$ cat src/rtl/vga_pkg.sv
// rtl/vga_pkg.sv - pattern encodings, default 640x480@60 timing and colour constants
package vga_pkg;

   typedef enum logic [2:0] {
      PAT_WHITE   = 3'd0,
      PAT_RED     = 3'd1,
      PAT_GREEN   = 3'd2,
      PAT_BLUE    = 3'd3,
      PAT_BARS    = 3'd4,
      PAT_CHECKER = 3'd5,
      PAT_BLACK   = 3'd6
   } pat_e;

   localparam int DEF_H_ACTIVE           = 640;
   localparam int DEF_H_FP               = 16;
   localparam int DEF_H_SYNC             = 96;
   localparam int DEF_H_BP               = 48;
   localparam int DEF_V_ACTIVE           = 480;
   localparam int DEF_V_FP               = 10;
   localparam int DEF_V_SYNC             = 2;
   localparam int DEF_V_BP               = 33;
   localparam int DEF_FRAMES_PER_PATTERN = 60;

   // colour triples are ordered {r, g, b}
   localparam logic [2:0] COL_WHITE = 3'b111;
   localparam logic [2:0] COL_RED   = 3'b100;
   localparam logic [2:0] COL_GREEN = 3'b010;
   localparam logic [2:0] COL_BLUE  = 3'b001;
   localparam logic [2:0] COL_BLACK = 3'b000;

   function automatic pat_e next_pattern(input pat_e cur);
      case (cur)
         PAT_WHITE:   return PAT_RED;
         PAT_RED:     return PAT_GREEN;
         PAT_GREEN:   return PAT_BLUE;
         PAT_BLUE:    return PAT_BARS;
         PAT_BARS:    return PAT_CHECKER;
         PAT_CHECKER: return PAT_BLACK;
         default:     return PAT_WHITE;
      endcase
   endfunction

   // bar 0..7 maps to white, yellow, cyan, green, magenta, red, blue, black
   function automatic logic [2:0] bar_colour(input logic [2:0] idx);
      return {~idx[1], ~idx[2], ~idx[0]};
   endfunction

endpackage

$ cat src/rtl/vga_timing.sv
// rtl/vga_timing.sv - raster counters with unregistered sync/enable decode, bar index and frame-end strobe
module vga_timing #(
   parameter int H_ACTIVE = 640,
   parameter int H_FP     = 16,
   parameter int H_SYNC   = 96,
   parameter int H_BP     = 48,
   parameter int V_ACTIVE = 480,
   parameter int V_FP     = 10,
   parameter int V_SYNC   = 2,
   parameter int V_BP     = 33
) (
   input  logic       clk,
   input  logic       rst,
   output logic       hsync_c,
   output logic       vsync_c,
   output logic       de_c,
   output logic       frame_end,
   output logic [2:0] bar_idx,
   output logic       checker_on
);

   localparam int H_TOTAL = H_ACTIVE + H_FP + H_SYNC + H_BP;
   localparam int V_TOTAL = V_ACTIVE + V_FP + V_SYNC + V_BP;
   localparam int HW      = $clog2(H_TOTAL);
   localparam int VW      = $clog2(V_TOTAL);
   localparam int BAR_W   = H_ACTIVE / 8;
   localparam int BW      = (BAR_W > 1) ? $clog2(BAR_W) : 1;

   logic [HW-1:0] hcnt;
   logic [VW-1:0] vcnt;
   logic [BW-1:0] bar_pix;
   logic          h_last;
   logic          v_last;
   logic          bar_last;

   assign h_last    = (hcnt == HW'(H_TOTAL - 1));
   assign v_last    = (vcnt == VW'(V_TOTAL - 1));
   assign bar_last  = (bar_pix == BW'(BAR_W - 1));
   assign frame_end = h_last && v_last;

   always_ff @(posedge clk) begin
      if (rst) begin
         hcnt    <= '0;
         vcnt    <= '0;
         bar_pix <= '0;
         bar_idx <= 3'd0;
      end else begin
         if (h_last) begin
            hcnt <= '0;
            vcnt <= v_last ? '0 : vcnt + VW'(1);
         end else begin
            hcnt <= hcnt + HW'(1);
         end
         // bar position tracks hcnt in steps of BAR_W so no divider is needed
         if (h_last || bar_last) begin
            bar_pix <= '0;
         end else begin
            bar_pix <= bar_pix + BW'(1);
         end
         if (h_last) begin
            bar_idx <= 3'd0;
         end else if (bar_last) begin
            bar_idx <= bar_idx + 3'd1;
         end
      end
   end

   assign hsync_c = !((hcnt >= HW'(H_ACTIVE + H_FP)) &&
                      (hcnt <= HW'(H_ACTIVE + H_FP + H_SYNC - 1)));
   assign vsync_c = !((vcnt >= VW'(V_ACTIVE + V_FP)) &&
                      (vcnt <= VW'(V_ACTIVE + V_FP + V_SYNC - 1)));
   assign de_c       = (hcnt < HW'(H_ACTIVE)) && (vcnt < VW'(V_ACTIVE));
   assign checker_on = hcnt[5] ^ vcnt[5];

endmodule

$ cat src/rtl/vga_pattern_ctrl.sv
// rtl/vga_pattern_ctrl.sv - test-pattern scheduler: pattern FSM, advance requests, colour mux and output registers
module vga_pattern_ctrl
   import vga_pkg::*;
#(
   parameter int H_ACTIVE           = DEF_H_ACTIVE,
   parameter int H_FP               = DEF_H_FP,
   parameter int H_SYNC             = DEF_H_SYNC,
   parameter int H_BP               = DEF_H_BP,
   parameter int V_ACTIVE           = DEF_V_ACTIVE,
   parameter int V_FP               = DEF_V_FP,
   parameter int V_SYNC             = DEF_V_SYNC,
   parameter int V_BP               = DEF_V_BP,
   parameter int FRAMES_PER_PATTERN = DEF_FRAMES_PER_PATTERN
) (
   input  logic       clk,
   input  logic       rst,
   input  logic       next,
   input  logic       auto_en,
   output logic       hsync,
   output logic       vsync,
   output logic       de,
   output logic       r,
   output logic       g,
   output logic       b,
   output logic [2:0] pattern
);

   localparam int FW = (FRAMES_PER_PATTERN > 1) ? $clog2(FRAMES_PER_PATTERN) : 1;

   logic          hsync_c;
   logic          vsync_c;
   logic          de_c;
   logic          frame_end;
   logic          checker_on;
   logic [2:0]    bar_idx;
   pat_e          state;
   logic          pending;
   logic [FW-1:0] frame_cnt;
   logic          auto_hit;
   logic          advance;
   logic [2:0]    colour;

   vga_timing #(
      .H_ACTIVE (H_ACTIVE),
      .H_FP     (H_FP),
      .H_SYNC   (H_SYNC),
      .H_BP     (H_BP),
      .V_ACTIVE (V_ACTIVE),
      .V_FP     (V_FP),
      .V_SYNC   (V_SYNC),
      .V_BP     (V_BP)
   ) u_timing (
      .clk        (clk),
      .rst        (rst),
      .hsync_c    (hsync_c),
      .vsync_c    (vsync_c),
      .de_c       (de_c),
      .frame_end  (frame_end),
      .bar_idx    (bar_idx),
      .checker_on (checker_on)
   );

   // a next pulse landing on the frame-end cycle itself is honoured directly
   assign auto_hit = auto_en && (frame_cnt == FW'(FRAMES_PER_PATTERN - 1));
   assign advance  = frame_end && (pending || next || auto_hit);

   always_ff @(posedge clk) begin
      if (rst) begin
         state     <= PAT_WHITE;
         pending   <= 1'b0;
         frame_cnt <= '0;
      end else begin
         if (frame_end) begin
            pending <= 1'b0;
            if (advance) begin
               state <= next_pattern(state);
            end
         end else if (next) begin
            pending <= 1'b1;
         end
         if (!auto_en || advance) begin
            frame_cnt <= '0;
         end else if (frame_end) begin
            frame_cnt <= frame_cnt + FW'(1);
         end
      end
   end

   assign pattern = state;

   always_comb begin
      colour = COL_BLACK;
      case (state)
         PAT_WHITE:   colour = COL_WHITE;
         PAT_RED:     colour = COL_RED;
         PAT_GREEN:   colour = COL_GREEN;
         PAT_BLUE:    colour = COL_BLUE;
         PAT_BARS:    colour = bar_colour(bar_idx);
         PAT_CHECKER: colour = checker_on ? COL_WHITE : COL_BLACK;
         default:     colour = COL_BLACK;
      endcase
   end

   always_ff @(posedge clk) begin
      if (rst) begin
         hsync <= 1'b1;
         vsync <= 1'b1;
         de    <= 1'b0;
         r     <= 1'b0;
         g     <= 1'b0;
         b     <= 1'b0;
      end else begin
         hsync <= hsync_c;
         vsync <= vsync_c;
         de    <= de_c;
         r     <= de_c & colour[2];
         g     <= de_c & colour[1];
         b     <= de_c & colour[0];
      end
   end

endmodule

$ cat config.mk
export PLATFORM = sky130hd
export DESIGN_NAME = vga_pattern_ctrl
export DESIGN_NICKNAME = d
export VERILOG_FILES = /design/src/rtl/vga_pkg.sv /design/src/rtl/vga_timing.sv /design/src/rtl/vga_pattern_ctrl.sv
export SDC_FILE = /design/constraint.sdc
export NUM_CORES = 1
export LEC_CHECK = 0
export ABC_AREA = 1
export BUFFER_PORTS_ARGS = -buffer_cell sky130_fd_sc_hd__clkbuf_2
export CAP_MARGIN = 10
export CORE_MARGIN = 3
export CORE_UTILIZATION = 45
export DETAILED_ROUTE_END_ITERATION = 16
export GPL_TIMING_DRIVEN = 0
export HOLD_SLACK_MARGIN = 0.08
export PLACE_DENSITY_LB_ADDON = 0.15
export SLEW_MARGIN = 20
export SYNTH_ARGS = -nofsm -noshare
export SYNTH_HDL_FRONTEND = slang
export SYNTH_HIERARCHICAL = 1
export SYNTH_SLANG_ARGS = --single-unit
$ cat constraint.sdc
create_clock -name clk -period 4.7 [get_ports clk]
set_clock_uncertainty 0.1 [all_clocks]
set_input_delay 0.47 -clock clk [delete_from_list [all_inputs] [get_ports clk]]
set_output_delay 0.47 -clock clk [all_outputs]
set_load 0.01 [all_outputs]
-- Word-level counts from Yosys, hierarchy flattened
Cells that the tools add are included.
- flip-flop bits (word level): 46
- logic and storage cells: 63
- input bits: 4
- muxes and demuxes: 4
- magnitude comparators: 6
- eq/ne operators: 9
- reduce and logical (&&, ||, !) cells: 19
- bitwise operators: 7
- add/subtract/negate cells: 5
- operators by type and width (kind ; count):
    $pmux 3 s6 ; 2
    $add 10x1->10 const B ; 2
    $eq 10x10->1 const B ; 2
    $ge 10x10->1 const B ; 1
    $ge 10x9->1 const B ; 1
    $le 10x10->1 const B ; 1
    $le 10x9->1 const B ; 1
    $lt 10x10->1 const B ; 1
    $lt 10x9->1 const B ; 1
    $mux 10 ; 1
    $reduce_or 2->1 ; 4
    $add 7x1->7 const B ; 1
    $eq 7x7->1 const B ; 1
    $add 6x1->6 const B ; 1
    $eq 3x2->1 const B ; 2
    $eq 3x3->1 const B ; 2
    $eq 6x6->1 const B ; 1
    $logic_and 1x1->1 ; 6
    $logic_or 1x1->1 ; 4
    $add 3x1->3 const B ; 1
    $and 1x1->1 ; 3
    $eq 3x1->1 const B ; 1
    $logic_not 1->1 ; 3
    $logic_not 3->1 ; 1
    4 further kinds ; 6

-- Longest topological paths before layout
Gate-level depths: netlist of run 1.
- depth after elaboration: 6
- gate-level depth with buffers: 12
- depth with buffers taken out: 11

-- By module
Netlist of run 1, hierarchy kept.
- by module, submodules not included (module ; seq. area each (µm²) ; area an instance (µm²) ; cells an instance ; times used):
    vga_timing ; 600.6 ; 1575.3 ; 215 ; 1
    vga_pattern_ctrl ; 320.3 ; 706.9 ; 89 ; 1

-- Worst setup path before layout of run 1
Ideal clock, no wire load.
- kind: register to register
- start point: reg u_timing.hcnt[0]
- end point: reg frame_cnt[5]
- arrival: 1.639 ns
- required time: 4.485 ns
- library setup time: 0.115 ns
- stages on the path, launching flop included: 12
- path buffers: 1
- setup slack: 2.846 ns
- path through: dfxtp_1 ha_1 nand2_2 nor2_4 nand4_4 nor2_1 buf_6 nand2_4 nor2_4 nand3_1 xor2_1 nor2_2
- word-level cells in the longest chain between the ends: 5
- ends and longest elaborated chain (what ; RTL line ; source):
    start, declared ; vga_timing.sv:29 ; logic [HW-1:0] hcnt;
    start signal, assigned ; vga_timing.sv:52 ; hcnt <= hcnt + HW'(1);
    $eq 10x10->1 * ; vga_timing.sv:36 ; assign h_last = (hcnt == HW'(H_TOTAL - 1));
    $logic_and 1x1->1 * ; vga_timing.sv:39 ; assign frame_end = h_last && v_last;
    net frame_end ; vga_pattern_ctrl.sv:33 ; logic frame_end;
    $logic_and 1x1->1 ; vga_pattern_ctrl.sv:65 ; assign advance = frame_end && (pending || next || auto_hit);
    $logic_or 1x1->1 ; vga_pattern_ctrl.sv:81 ; if (!auto_en || advance) begin
    $reduce_or 2->1 (no source line) ; - ;
    end signal, assigned ; vga_pattern_ctrl.sv:84 ; frame_cnt <= frame_cnt + FW'(1);
    end, declared ; vga_pattern_ctrl.sv:38 ; logic [FW-1:0] frame_cnt;
The timed path passes the listed nets; every way through them passes the cells marked *.
A chain may end at the register's enable or synchronous reset.

-- Final worst setup path of run 1
Ends and elaborated chain as after synthesis.

==> results of run 1 <==
==> metal layers <==
metal / vias up / part of all wire
met5: - / 0
met1: 791 / 0.51
met2: 19 / 0.45
met3: 8 / 0.023
li1: 991 / -
met4: 0 / 0.018
==> power by group <==
part | total, uW | switching, uW | internal, uW
sequential | 401 | 4.51 | 396
clock | 237 | 132 | 105
combinational | 27.1 | 16.8 | 10.3
total | 665 | 154 | 512
==> stage by stage <==
stage                     setup WS (ns)  cells
after CTS                          2.62    391
after detailed placement           2.63    383
after global routing               2.48    391
after floorplan                    2.85    304
after global placement             2.65    383
final                              2.66    391
==> kinds of logic after synthesis <==
group | synth area share
and+or+nand+nor | 0.354
buffers and inverters | 0.0828
DFF | 0.404
AOI/OAI and AO/OA | 0.0581
xor gates and xnor gates | 0.0537
adders and majority gates | 0.0439
muxes | 0.00439
==> cell type report <==
cell class / count / area [um2] / share of cell area
buffer: 3 / 27.5 / 0.0110
tap: 67 / 83.8 / 0.0334
clock buffer: 6 / 72.6 / 0.0289
multi-input combinational: 212 / 1170 / 0.467
inverter: 43 / 161 / 0.0642
clock inverter: 2 / 13.8 / 0.00548
sequential: 46 / 921 / 0.367
timing repair buffer: 12 / 60.1 / 0.0239
==> flip-flops by register name, indices dropped and copies added, names as in the netlist <==
| signal | count |
|---|---|
| pattern | 3 |
| vsync | 1 |
| r | 1 |
| u_timing/bar_idx | 3 |
| hsync | 1 |
| b | 1 |
| g | 1 |
| frame_cnt | 6 |
| de | 1 |
| u_timing/vcnt | 10 |
| u_timing/hcnt | 10 |
| pending | 1 |
| u_timing/bar_pix | 7 |
==> cells in the mapped netlist (all sizes together) <==
library cell / instances / share of area
a31o: 1 / 0.0038
ha: 8 / 0.044
clkbuf: 1 / 0.0022
nand3: 22 / 0.057
buf: 2 / 0.0099
xor2: 9 / 0.035
a21oi: 12 / 0.026
inv: 43 / 0.071
mux2i: 1 / 0.0044
or2: 3 / 0.0082
nand4: 5 / 0.020
nor2: 59 / 0.12
dfxtp: 46 / 0.40
o22ai: 1 / 0.0027
nand2: 67 / 0.13
o2111ai: 2 / 0.0077
nor4: 1 / 0.0027
nand3b: 1 / 0.0033
o21ai: 8 / 0.018
xnor2: 5 / 0.019
nor3: 7 / 0.018
==> how the worst max path moves through the flow <==
stage / cells past startpoint / end / slack [ns] / startpoint
after global placement: 11 / frame_cnt[5]$_SDFFE_PP0P_ / 2.65 / u_timing/hcnt[0]$_SDFF_PP0_
after floorplan: 11 / frame_cnt[5]$_SDFFE_PP0P_ / 2.85 / u_timing/hcnt[0]$_SDFF_PP0_
after global routing: 11 / frame_cnt[5]$_SDFFE_PP0P_ / 2.48 / u_timing/hcnt[0]$_SDFF_PP0_
final: 11 / frame_cnt[5]$_SDFFE_PP0P_ / 2.66 / u_timing/hcnt[0]$_SDFF_PP0_
after CTS: 11 / frame_cnt[5]$_SDFFE_PP0P_ / 2.62 / u_timing/hcnt[0]$_SDFF_PP0_
after detailed placement: 11 / frame_cnt[5]$_SDFFE_PP0P_ / 2.63 / u_timing/hcnt[0]$_SDFF_PP0_
==> flow_metrics.env, run 1 <==
export IMPL_r2r_cells=11
export IMPL_start_kind="flop"
export IMPL_grt_max_degree=15
export IMPL_status="finished, final reports clean"
export IMPL_cts_hold_buf=0
export IMPL_final_cell_mix="60 x nand2_1, 50 x nor2_1, 46 x dfxtp_1"
export IMPL_ir_drop_v=0.000172
export IMPL_critical_path_top_delay_family="simple AND/OR/NAND/NOR gates"
export IMPL_p_leak_uw=0.00111
export IMPL_final_core_util=0.522
export IMPL_cp_end_kind="flop"
export IMPL_tightest_slew_ns=0.418
export IMPL_cts_sinks=46
export IMPL_layout_drive_gt1_share=0.160
export IMPL_drt_first_pass_iters=4
export IMPL_drv_cap=0
export IMPL_cp_slowest_cell="dfxtp_1"
export IMPL_cp_max_fo=10
export IMPL_clkLatencyLatePin_ns=0.29
export IMPL_use_met1=0.186
export IMPL_syn_inst=304
export IMPL_reg2reg_from="u_timing/hcnt[0]$_SDFF_PP0_"
export IMPL_post_drt_wl_per_cell_um=10.4
export IMPL_ys_warnings_count=6
export IMPL_rsz0062_at_grt="false"
export IMPL_max_freq_mhz=491
export IMPL_n_antenna_cell=0
export IMPL_grt_usage=0.149
export IMPL_cts_buffers=5
export IMPL_finalHoldViolCount=0
export IMPL_ys_seq_elements=46
export IMPL_path_cells="ha_1, nand2_2, nor2_4, nand4_4, nor2_1, buf_6, nand2_4, nor2_4, nand3_1, xor2_1, nor2_2"
export IMPL_r2r_slack_ns=2.66
export IMPL_dr_first_iter_drc_count=98
export IMPL_place_congestion=0.865
export IMPL_root_buffer="clkbuf_8"
export IMPL_cts_resized=0
export IMPL_synth_area_mm2=0.00228
export IMPL_avgSynthCellArea_um2=7.51
export IMPL_postCtsSetupRepairBufs=0
export IMPL_syn_nets=316
export IMPL_hold_path_class="flop to flop"
export IMPL_finalInstanceArea_mm2=0.00251
export IMPL_drt_total_wl_um=4060
export IMPL_die_w_um=77.2
export IMPL_die_area_mm2=0.00596
export IMPL_synthToLayoutAreaGrowth_pct=10.1
export IMPL_timing_final_crit_share=0.433
export IMPL_clock_path_buffers=2
export IMPL_drc=0
export IMPL_total_power_uw=665
export IMPL_dpl_instance_area_mm2=0.00243
export IMPL_core_area_mm2=0.00482
export IMPL_place_hpwl_um=3050
export IMPL_max_slew_margin=0.719
export IMPL_synth_seq_area_share=0.404
export IMPL_power_density_mw_per_mm2=265
export IMPL_busiest_layer="met2"
export IMPL_fin_tns_setup_ns=0
export IMPL_crit_top_cell="nor2_4"
export IMPL_layout_commonest_cell="nand2_1"
export IMPL_worstPathRequired_ns=4.80
export IMPL_post_drt_via_cell_ratio=4.63
export IMPL_path_buf_inv=1
export IMPL_worstPathArrival_ns=2.14
export IMPL_numPortBuffers=12
export IMPL_gr_usage_met3=0.0364
export IMPL_r2r_end="frame_cnt[5]$_SDFFE_PP0P_"
export IMPL_fillers=497
export IMPL_placementRows=25
export IMPL_ant_nets=0
export IMPL_period_needed_ns=2.04
export IMPL_critPathMaxStageDelay_ns=0.39
export IMPL_grt_use_met2=0.242
export IMPL_grt_antenna_before_repair=0
export IMPL_grt_pass1_vias=1722
export IMPL_hold_start="u_timing/bar_pix[0]$_SDFF_PP0_"
export IMPL_start_util=0.474
export IMPL_hold_end="u_timing/bar_pix[0]$_SDFF_PP0_"
export IMPL_clkTransAtPathRegs_ns=0.09
export IMPL_grt_pass1_wl_um=7270
export IMPL_cts_tree="done"
export IMPL_setup_violations_final=0
export IMPL_die_y_um=77.2
export IMPL_crit_type="flop to flop"
export IMPL_vias=1809
export IMPL_post_synth_num_cell_types=30
export IMPL_gr_total_overflow=0
export IMPL_num_io_pins=13
export IMPL_min_delay_path_depth=1
export IMPL_whs_ns=0.351
export IMPL_h_tree_depth=2
export IMPL_final_nets=335
export IMPL_slew_violations=0
Power figures use the tool's default switching activity.
==> run 2, diff against run 1 <==
clock period = 2.1 ns   (was 4.7 ns; I/O delays follow)
==> run 2 against run 1 <==
Effect of this change: sequential cell count did not move; first-iteration DRC count increased by 21%; sequential power grew 120%; critical path type unchanged; sequential share of layout area shrank 0.22 points; clock-buffer cell count did not move; utilization increased by 0.31 points; hold slack worse by 0.26 ns; die area is the same.
==> flow_metrics.env, run 2 (same netlist as run 1, synthesis figures left out) <==
export IMPL_status="finished, final reports clean"
export IMPL_worstPathRequired_ns=2.20
export IMPL_vias=1818
export IMPL_max_slew_margin=0.718
export IMPL_cts_resized=0
export IMPL_clock_path_buffers=2
export IMPL_cts_tree="done"
export IMPL_synthToLayoutAreaGrowth_pct=10.7
export IMPL_grt_pass1_vias=1722
export IMPL_cp_max_fo=7
export IMPL_root_buffer="clkbuf_8"
export IMPL_grt_usage=0.149
export IMPL_finalHoldViolCount=0
export IMPL_core_area_mm2=0.00482
export IMPL_netSwitchingFraction=0.231
export IMPL_worstPathArrival_ns=2.02
export IMPL_power_density_mw_per_mm2=589
export IMPL_switching_power_uw=344
export IMPL_max_freq_mhz=522
export IMPL_dpl_instance_area_mm2=0.00243
export IMPL_reg2reg_from="u_timing/hcnt[0]$_SDFF_PP0_"
export IMPL_rsz0062_at_grt="false"
export IMPL_drc=0
export IMPL_intPower_uw=1140
export IMPL_drt_total_wl_um=4080
export IMPL_ir_drop_v=0.000386
export IMPL_period_needed_ns=1.91
export IMPL_min_delay_path_depth=2
export IMPL_start_util=0.474
export IMPL_layout_commonest_cell="nand2_1"
export IMPL_final_nets=337
export IMPL_start_kind="flop"
export IMPL_clkLatencyLatePin_ns=0.29
export IMPL_p_leak_uw=0.00112
export IMPL_drt_first_pass_iters=4
export IMPL_numPortBuffers=12
export IMPL_hold_start="rst"
export IMPL_cp_end_kind="flop"
export IMPL_die_w_um=77.2
export IMPL_gr_total_overflow=0
export IMPL_final_cell_mix="60 x nand2_1, 50 x nor2_1, 46 x dfxtp_1"
export IMPL_fin_tns_setup_ns=0
export IMPL_grt_antenna_before_repair=0
export IMPL_place_congestion=0.865
export IMPL_place_hpwl_um=3050
export IMPL_cts_buffers=5
export IMPL_p_seq_frac=0.602
export IMPL_cts_sinks=46
export IMPL_clkTransAtPathRegs_ns=0.09
export IMPL_clock_power_share=0.357
export IMPL_setup_violations_final=0
export IMPL_slew_violations=0
export IMPL_h_tree_depth=2
export IMPL_drv_cap=0
export IMPL_crit_type="flop to flop"
export IMPL_ant_nets=0
export IMPL_num_io_pins=13
export IMPL_hold_path_class="primary input to flop"
export IMPL_combPwrFrac=0.041
export IMPL_finalInstanceArea_mm2=0.00253
export IMPL_placementRows=25
export IMPL_die_y_um=77.2
export IMPL_startpoint="u_timing/hcnt[0]$_SDFF_PP0_"
export IMPL_n_antenna_cell=0
export IMPL_timing_final_crit_share=0.912
export IMPL_dr_first_iter_drc_count=119
export IMPL_post_drt_via_cell_ratio=4.63
export IMPL_tightest_slew_ns=0.419
export IMPL_grt_pass1_wl_um=7270
export IMPL_r2r_cells=11
export IMPL_post_drt_wl_per_cell_um=10.4
export IMPL_top_regs="u_timing/hcnt x10, u_timing/vcnt x10, u_timing/bar_pix x7"
export IMPL_die_area_mm2=0.00596
export IMPL_grt_max_degree=15
export IMPL_layout_drive_gt1_share=0.166
## run 2: changes by cell type in the layout (fill, tap and decap cells not counted), sizes merged
cell / change
buf: +2
## run 2: through the flow
stage / hold slack [ns] / power (uW) / setup WS, ns / utilization / cells
after floorplan: 0.179 / 959 / 0.246 / - / 304
after global placement: 0.335 / 977 / 0.0479 / 0.504 / 383
after detailed placement: 0.341 / 979 / 0.0346 / 0.504 / 383
after CTS: 0.0816 / 1520 / 0.0249 / 0.522 / 391
after global routing: 0.102 / 1570 / 0.00502 / 0.525 / 393
final: 0.0934 / 1490 / 0.186 / 0.525 / 393
## run 2: final timing paths
| check | end | slack (ns) |
|---|---|---|
| setup / recovery | frame_cnt[5]$_SDFFE_PP0P_ | 0.19 |
| hold / removal | u_timing/vcnt[5]$_SDFFE_PP0P_ | 0.09 |
| setup reg to reg | frame_cnt[5]$_SDFFE_PP0P_ | 0.19 |
| hold reg to reg | u_timing/bar_pix[0]$_SDFF_PP0_ | 0.35 |
## run 2: what timing repair did
item / 4_1_cts / 5_1_grt
endpoints found under the setup margin: 0 / 2
setup buffers: 0 / 2
hold buffers: 0 / 0
## run 2: cell type report
class | instances | area [um2]
Multi-Input combinational cell | 212 | 1170
Sequential cell | 46 | 921
Clock inverter | 2 | 13.8
Tap cell | 67 | 83.8
Clock buffer | 6 | 72.6
Timing Repair Buffer | 14 | 75.1
Inverter | 43 | 161
Fill cell | 496 | 2290
Buffer | 3 | 27.5
## run 2: routing by layer
layer,global-route usage,share of wire,wire length [um],up-vias
met5,0,0,0,-
met1,0.186,0.51,2070,795
met3,0.0364,0.023,94,8
met4,0.0694,0.018,74,0
li1,-,-,-,996
met2,0.242,0.45,1840,19
## run 2: power groups by stage
stage | registers (uW) | clock network, uW | logic (uW)
2_1_floorplan | 918 | 0 | 41.4
3_3_place_gp | 917 | 0 | 60.5
3_5_place_dp | 917 | 0 | 61.9
4_1_cts | 897 | 558 | 62.1
5_1_grt | 899 | 602 | 69.2
6_report | 897 | 532 | 60.8
## run 2: critical path, cell delays in order, from the launching register on
cell and delay [ns]:
dfxtp_1 0.39, ha_1 0.20, nand2_2 0.08, nor2_4 0.15, nand4_4 0.11, nor2_1 0.15, buf_6 0.16, nand2_4 0.05
nor2_4 0.12, nand3_1 0.09, xor2_1 0.18, nor2_2 0.04
